<file path="config.mk">
export PLATFORM = sky130hd
export DESIGN_NAME = fetch_prefetch_queue
export DESIGN_NICKNAME = d
export VERILOG_FILES = /design/src/rtl/mips_pkg.sv /design/src/rtl/fetch_fifo.sv /design/src/rtl/fetch_prefetch_queue.sv
export SDC_FILE = /design/constraint.sdc
export NUM_CORES = 1
export LEC_CHECK = 0
export ABC_AREA = 1
export BUFFER_PORTS_ARGS = -buffer_cell sky130_fd_sc_hd__buf_4
export CAP_MARGIN = 20
export CORE_UTILIZATION = 45
export DETAILED_ROUTE_END_ITERATION = 16
export HOLD_SLACK_MARGIN = 0.08
export SLEW_MARGIN = 15
export SYNTH_ARGS = -nofsm -noshare
export SYNTH_HDL_FRONTEND = slang
export SYNTH_SLANG_ARGS = --single-unit
</file>
<file path="constraint.sdc">
create_clock -name Clk -period 14.3 [get_ports Clk]
set_clock_uncertainty 0.15 [all_clocks]
set_input_delay 1.43 -clock Clk [delete_from_list [all_inputs] [get_ports Clk]]
set_output_delay 1.43 -clock Clk [all_outputs]
set_load 0.05 [all_outputs]
</file>
<file path="src/rtl/mips_pkg.sv">
// Shared constants and types for the MIPS instruction-fetch front end.
// Imported by the fetch top level and its prefetch FIFO.
package mips_pkg;

    localparam int INSTR_W = 32;

    localparam logic [31:0] RESET_PC_DEFAULT = 32'h0000_0000;

    typedef enum logic {
        FETCH   = 1'b0,
        DISCARD = 1'b1
    } fetchState_t;

endpackage

</file>
<file path="src/rtl/fetch_fifo.sv">
// Prefetch queue: DEPTH-entry synchronous FIFO of {instr, pc} pairs.
// Head entry is read straight from registered storage.
module fetch_fifo
    import mips_pkg::*;
#(
    parameter int DEPTH = 4,
    parameter int WIDTH = 64
) (
    input  logic                     Clk,
    input  logic                     Rst,
    input  logic                     Push,
    input  logic [WIDTH-1:0]         PushData,
    input  logic                     Pop,
    input  logic                     Flush,
    output logic [WIDTH-1:0]         HeadData,
    output logic [$clog2(DEPTH):0]   Count,
    output logic                     Full,
    output logic                     Empty
);

    localparam int AW = $clog2(DEPTH);
    localparam logic [AW:0] FULL_COUNT = (AW + 1)'(DEPTH);

    logic [WIDTH-1:0] mem [DEPTH];
    logic [AW-1:0]    rdPtr;
    logic [AW-1:0]    wrPtr;
    logic [AW:0]      count;
    logic             doPush;
    logic             doPop;

    assign Full   = (count == FULL_COUNT);
    assign Empty  = (count == '0);
    assign doPop  = Pop && !Empty;
    assign doPush = Push && !Flush && (!Full || doPop);

    // Storage, pointers and occupancy; flush only rewinds the pointers.
    always_ff @(posedge Clk or posedge Rst) begin
        if (Rst) begin
            for (int i = 0; i < DEPTH; i++) begin
                mem[i] <= '0;
            end
            rdPtr <= '0;
            wrPtr <= '0;
            count <= '0;
        end else if (Flush) begin
            rdPtr <= '0;
            wrPtr <= '0;
            count <= '0;
        end else begin
            if (doPush) begin
                mem[wrPtr] <= PushData;
                wrPtr      <= wrPtr + 1'b1;
            end
            if (doPop) begin
                rdPtr <= rdPtr + 1'b1;
            end
            if (doPush && !doPop) begin
                count <= count + 1'b1;
            end else if (doPop && !doPush) begin
                count <= count - 1'b1;
            end
        end
    end

    assign HeadData = mem[rdPtr];
    assign Count    = count;

endmodule

</file>
<file path="src/rtl/fetch_prefetch_queue.sv">
// Fetch front end: owns the fetch PC, issues one-at-a-time word reads,
// buffers returned words for decode and drops wrong-path data on redirect.
module fetch_prefetch_queue
    import mips_pkg::*;
#(
    parameter int          DEPTH    = 4,
    parameter logic [31:0] RESET_PC = RESET_PC_DEFAULT
) (
    input  logic               Clk,
    input  logic               Rst,
    output logic               ImemReq,
    output logic [31:0]        ImemRdAddr,
    input  logic               ImemAck,
    input  logic [INSTR_W-1:0] ImemRdData,
    output logic               InstrValid,
    input  logic               DecodeReady,
    output logic [INSTR_W-1:0] Instruction,
    output logic [31:0]        PCOut,
    output logic [31:0]        PCPlus4,
    input  logic               Redirect,
    input  logic [31:0]        RedirectPC
);

    localparam int CW = $clog2(DEPTH) + 1;
    localparam logic [CW:0] DEPTH_C = (CW + 1)'(DEPTH);
    localparam logic [31:0] WORD_MASK = 32'hFFFF_FFFC;

    fetchState_t state;

    logic [31:0]          FetchPC;
    logic [31:0]          reqAddr;
    logic                 outstanding;
    logic [CW-1:0]        count;
    logic [CW:0]          inFlight;
    logic                 full;
    logic                 empty;
    logic [INSTR_W+31:0]  headData;
    logic                 ackValid;
    logic                 push;
    logic                 pop;

    assign inFlight = {1'b0, count} + {{CW{1'b0}}, outstanding};

    assign ImemReq    = !Rst && (outstanding || (inFlight < DEPTH_C));
    assign ImemRdAddr = outstanding ? reqAddr : FetchPC;

    assign ackValid = ImemAck && ImemReq;
    assign push     = ackValid && (state == FETCH) && !Redirect
                      && (!full || pop);
    assign pop      = InstrValid && DecodeReady;

    assign InstrValid  = !empty;
    assign Instruction = headData[INSTR_W+31:32];
    assign PCOut       = headData[31:0];
    assign PCPlus4     = PCOut + 32'd4;

    fetch_fifo #(
        .DEPTH (DEPTH),
        .WIDTH (INSTR_W + 32)
    ) uFifo (
        .Clk      (Clk),
        .Rst      (Rst),
        .Push     (push),
        .PushData ({ImemRdData, FetchPC}),
        .Pop      (pop),
        .Flush    (Redirect),
        .HeadData (headData),
        .Count    (count),
        .Full     (full),
        .Empty    (empty)
    );

    // Fetch PC, held request address and the wrong-path discard FSM.
    always_ff @(posedge Clk or posedge Rst) begin
        if (Rst) begin
            state       <= FETCH;
            FetchPC     <= RESET_PC & WORD_MASK;
            reqAddr     <= RESET_PC & WORD_MASK;
            outstanding <= 1'b0;
        end else begin
            if (ackValid) begin
                outstanding <= 1'b0;
            end else if (ImemReq) begin
                outstanding <= 1'b1;
                reqAddr     <= ImemRdAddr;
            end

            if (Redirect) begin
                FetchPC <= RedirectPC & WORD_MASK;
            end else if (push) begin
                FetchPC <= FetchPC + 32'd4;
            end

            unique case (state)
                FETCH: begin
                    if (Redirect && ImemReq && !ImemAck) begin
                        state <= DISCARD;
                    end
                end
                DISCARD: begin
                    if (ackValid) begin
                        state <= FETCH;
                    end
                end
            endcase
        end
    end

endmodule

</file>
==> results.ini <==
[worst_setup_path]
crit_family = buffers and inverters
rr_startpoint = outstanding
critPathBufInv = 5
cp-end-kind = output pin
arrival_ps = 4840
cpMaxStageDelayCell = buf_4
crit_path_max_incr_delay_ps = 740
worstSetupPathType = reg2out
crit_required_ps = 12720
crit_chain = clkinv_2, buf_4, nand2_1, nand3_1, nand2_1, inv_1, ha_1, inv_1, nor2_1, nand2_1, nor2_2, nand2_1, xor2_1, buf_4
crit_fanout = 66
start_kind = register
worstReg2RegEnd = uFifo.mem[17]
r2r_setup_slack_ps = 10960
worstRegToRegCells = 11
crit_path_frequent_cell = nand2_1

[outcome]
status = finished, final reports clean

[run]
max_cap_viol_count = 0

[timing]
timing.setup.tns_ps = 0
fmax_ghz = 0.1558
finalHoldViolations = 0
drv_slew = 0
rsz0062_at_grt = false
fin_crit_ps = 6420
setup-violations-final = 0
tightestPinTransition_ps = 1034
max-slew-margin-rel = 0.3110
layout_worst_path_cycle_share = 0.4489

[route]
ant_nets = 0
wl_um = 46920
drt_iter0_markers = 1049
wl_per_cell_um = 16.60
dr.pass1.iters = 7
num_vias = 14964
drc_errors = 0
vias_per_cell = 5.293

[global_route]
grt_usage = 0.2538
grt-ovfl-total = 0
grt_pass1_wl_um = 77070
grt_pass1_vias = 14392
grt_max_degree = 117
antenna_found_initial = 0

[die]
die_h_um = 193.6
dieArea_um2 = 37470
std_cell_rows = 69
ios = 199
fp.dieW_um = 193.6
core-area_um2 = 35830
initial_core_util = 0.4610

[clock_network]
clock-sinks = 319
ctsResizeCount = 0
cts_setup_buffers = 0
cts_hold_buf = 0
clock_path_buffers = 3
root_buffer = clkbuf_16
clock_latency_ps = 530
cts_max_level = 2
cts_buffers = 37
cts_tree = built
clkTransAtPathRegs_ps = 60

[power_and_ir_drop]
intPower_mw = 2.272
p_clk_frac = 0.239
p_sw_mw = 1.938
finalPower_mw = 4.210
comb_power_share = 0.463
peakVddDrop_uv = 121.8
power.density_nw_per_um2 = 218.8
seqPwrFrac = 0.298
p_leak_nw = 9.558
sw_frac_of_total = 0.4603

[cells_and_area]
diodes = 0
register_area_um2 = 7988
final_net_count = 2415
fin_cells = 2827
syn_to_final_growth_pct = 16.50
fillers = 3461
multi_input_area_um2 = 7272
drive_above_1_share = 0.1243

[placement]
dp.cells = 2760
port-buffer-count = 192
post-dp-hpwl_um = 30040
gp_congestion = 0.8860

[synthesis]
synth_cell_types = 34
synth.avg_cell_area_um2 = 7.450
synth_seq_cells = 319
syn_inst = 2217
synth.yosys.seq_area_share = 0.4833
synth_area_um2 = 16520
synth_warnings = 0

[hold_path]
hold_depth = 2
hold_start = reqAddr[14]
hold_end = reqAddr[14]
min_path_type = reg2reg

cell type report:
class / count / area share
Clock buffer: 53 / 0.05651
Multi-Input combinational cell: 1637 / 0.3779
Timing Repair Buffer: 206 / 0.08141
Sequential cell: 319 / 0.4151
Clock inverter: 13 / 0.01138
Inverter: 138 / 0.02764
Tap cell: 461 / 0.02998
power by group through the flow:
| stage | Clock (mW) | Sequential (mW) | Combinational (mW) |
|---|---|---|---|
| final | 1.01 | 1.25 | 1.95 |
| after global routing | 1.06 | 1.28 | 2.10 |
| after CTS | 1.02 | 1.25 | 1.95 |
| after detailed placement | 0 | 1.26 | 1.95 |
| after global placement | 0 | 1.26 | 1.93 |
| after floorplan | 0 | 1.23 | 1.41 |
placed cells by master (no fill, tap or decap), types with 2 or more instances in the layout:
| cell type | synthesis | layout |
|---|---|---|
| a21boi_0 | 2 | 2 |
| a21oi_1 | 4 | 4 |
| buf_4 | 10 | 205 |
| bufinv_16 | 0 | 5 |
| clkbuf_1 | 57 | 7 |
| clkbuf_16 | 0 | 38 |
| clkbuf_8 | 0 | 8 |
| clkinv_1 | 2 | 2 |
| clkinv_2 | 0 | 6 |
| conb_1 | 1 | 4 |
| dfrtp_1 | 319 | 317 |
| ha_1 | 6 | 6 |
| inv_1 | 132 | 131 |
| inv_2 | 3 | 2 |
| nand2_1 | 858 | 858 |
| nand2_4 | 5 | 5 |
| nand3_1 | 101 | 101 |
| nand4_1 | 15 | 15 |
| nor2_1 | 166 | 165 |
| nor2_2 | 5 | 6 |
| nor3_1 | 21 | 21 |
| o211ai_1 | 15 | 15 |
| o21ai_0 | 161 | 161 |
| o21ai_1 | 200 | 200 |
| o21ai_2 | 8 | 8 |
| o22ai_1 | 32 | 32 |
| xor2_1 | 27 | 27 |
cells in the mapped netlist, drive strengths merged:
cell,instances,area [um^2]
nand3,101,505.5
o22ai,32,200.2
a21boi,2,15.01
nor2,171,654.4
conb,1,3.750
clkinv,2,7.510
clkbuf,57,214.0
nand2,864,3283
buf,69,538.0
nor3,22,121.4
inv,136,515.5
o21ai,369,1877
dfrtp,319,7983
fa,1,20.02
xor2,27,236.5
o211ai,15,112.6
ha,6,75.07
nand4,15,93.84
a21oi,5,36.29
nor4,1,6.260
xnor2,1,8.760
a32oi,1,8.760
per-layer routing:
metal | track usage | share of wire
met5 | 0 | 0
met2 | 0.3930 | 0.44
met4 | 0.06133 | 0.018
met1 | 0.3736 | 0.49
met3 | 0.03731 | 0.055
worst reg2reg max path: stages (launching register included):
cell	delay, ps
dfrtp_1	320
buf_4	450
inv_2	140
a21oi_4	180
nand2_2	90
nor3_4	210
nand2_4	140
inv_6	280
nand2_4	390
buf_4	550
nand2_1	180
o21ai_1	80
through the flow:
stage	setup WS, ps	utilization	instance area [um^2]	hold WS, ps
3_3_place_gp	8462	0.4998	17910	303.3
2_1_floorplan	3878	-	16530	291.7
6_report	7880	0.5370	19240	319.7
5_1_grt	7524	0.5370	19240	339.2
3_5_place_dp	8473	0.4998	17910	308.1
4_1_cts	7898	0.5363	19210	322.7
worst max-delay path by stage:
stage,slack (ps),start,cells after the start,endpoint
6_report,7880,uFifo.rdPtr[0],14,PCPlus4[18]
5_1_grt,7520,uFifo.rdPtr[0],14,PCPlus4[18]
4_1_cts,7900,uFifo.rdPtr[0],14,PCPlus4[18]
3_5_place_dp,8470,uFifo.rdPtr[0],14,PCPlus4[18]
3_3_place_gp,8460,uFifo.rdPtr[0],14,PCPlus4[18]
2_1_floorplan,3880,Rst,1,FetchPC[10]
kinds of logic (layout without fill, tap and decap cells):
kind of cell	count (synthesis)	in the layout	share of synthesized area
AOI/OAI and AO/OA	424	424	0.1362
buffers and inverters	264	410	0.07720
adders and majority gates	7	7	0.005758
DFF	319	319	0.4833
other	1	4	0.0002271
and+or+nand+nor	1174	1174	0.2824
xor gates and xnor gates	28	28	0.01485
registers in the layout, indices dropped and copies added (netlist names):
name,cells
uFifo.mem,248
reqAddr,32
FetchPC,30
uFifo.Count,3
uFifo.rdPtr,2
uFifo.wrPtr,2
outstanding,1
state,1
(Power assumes the default switching activity.)
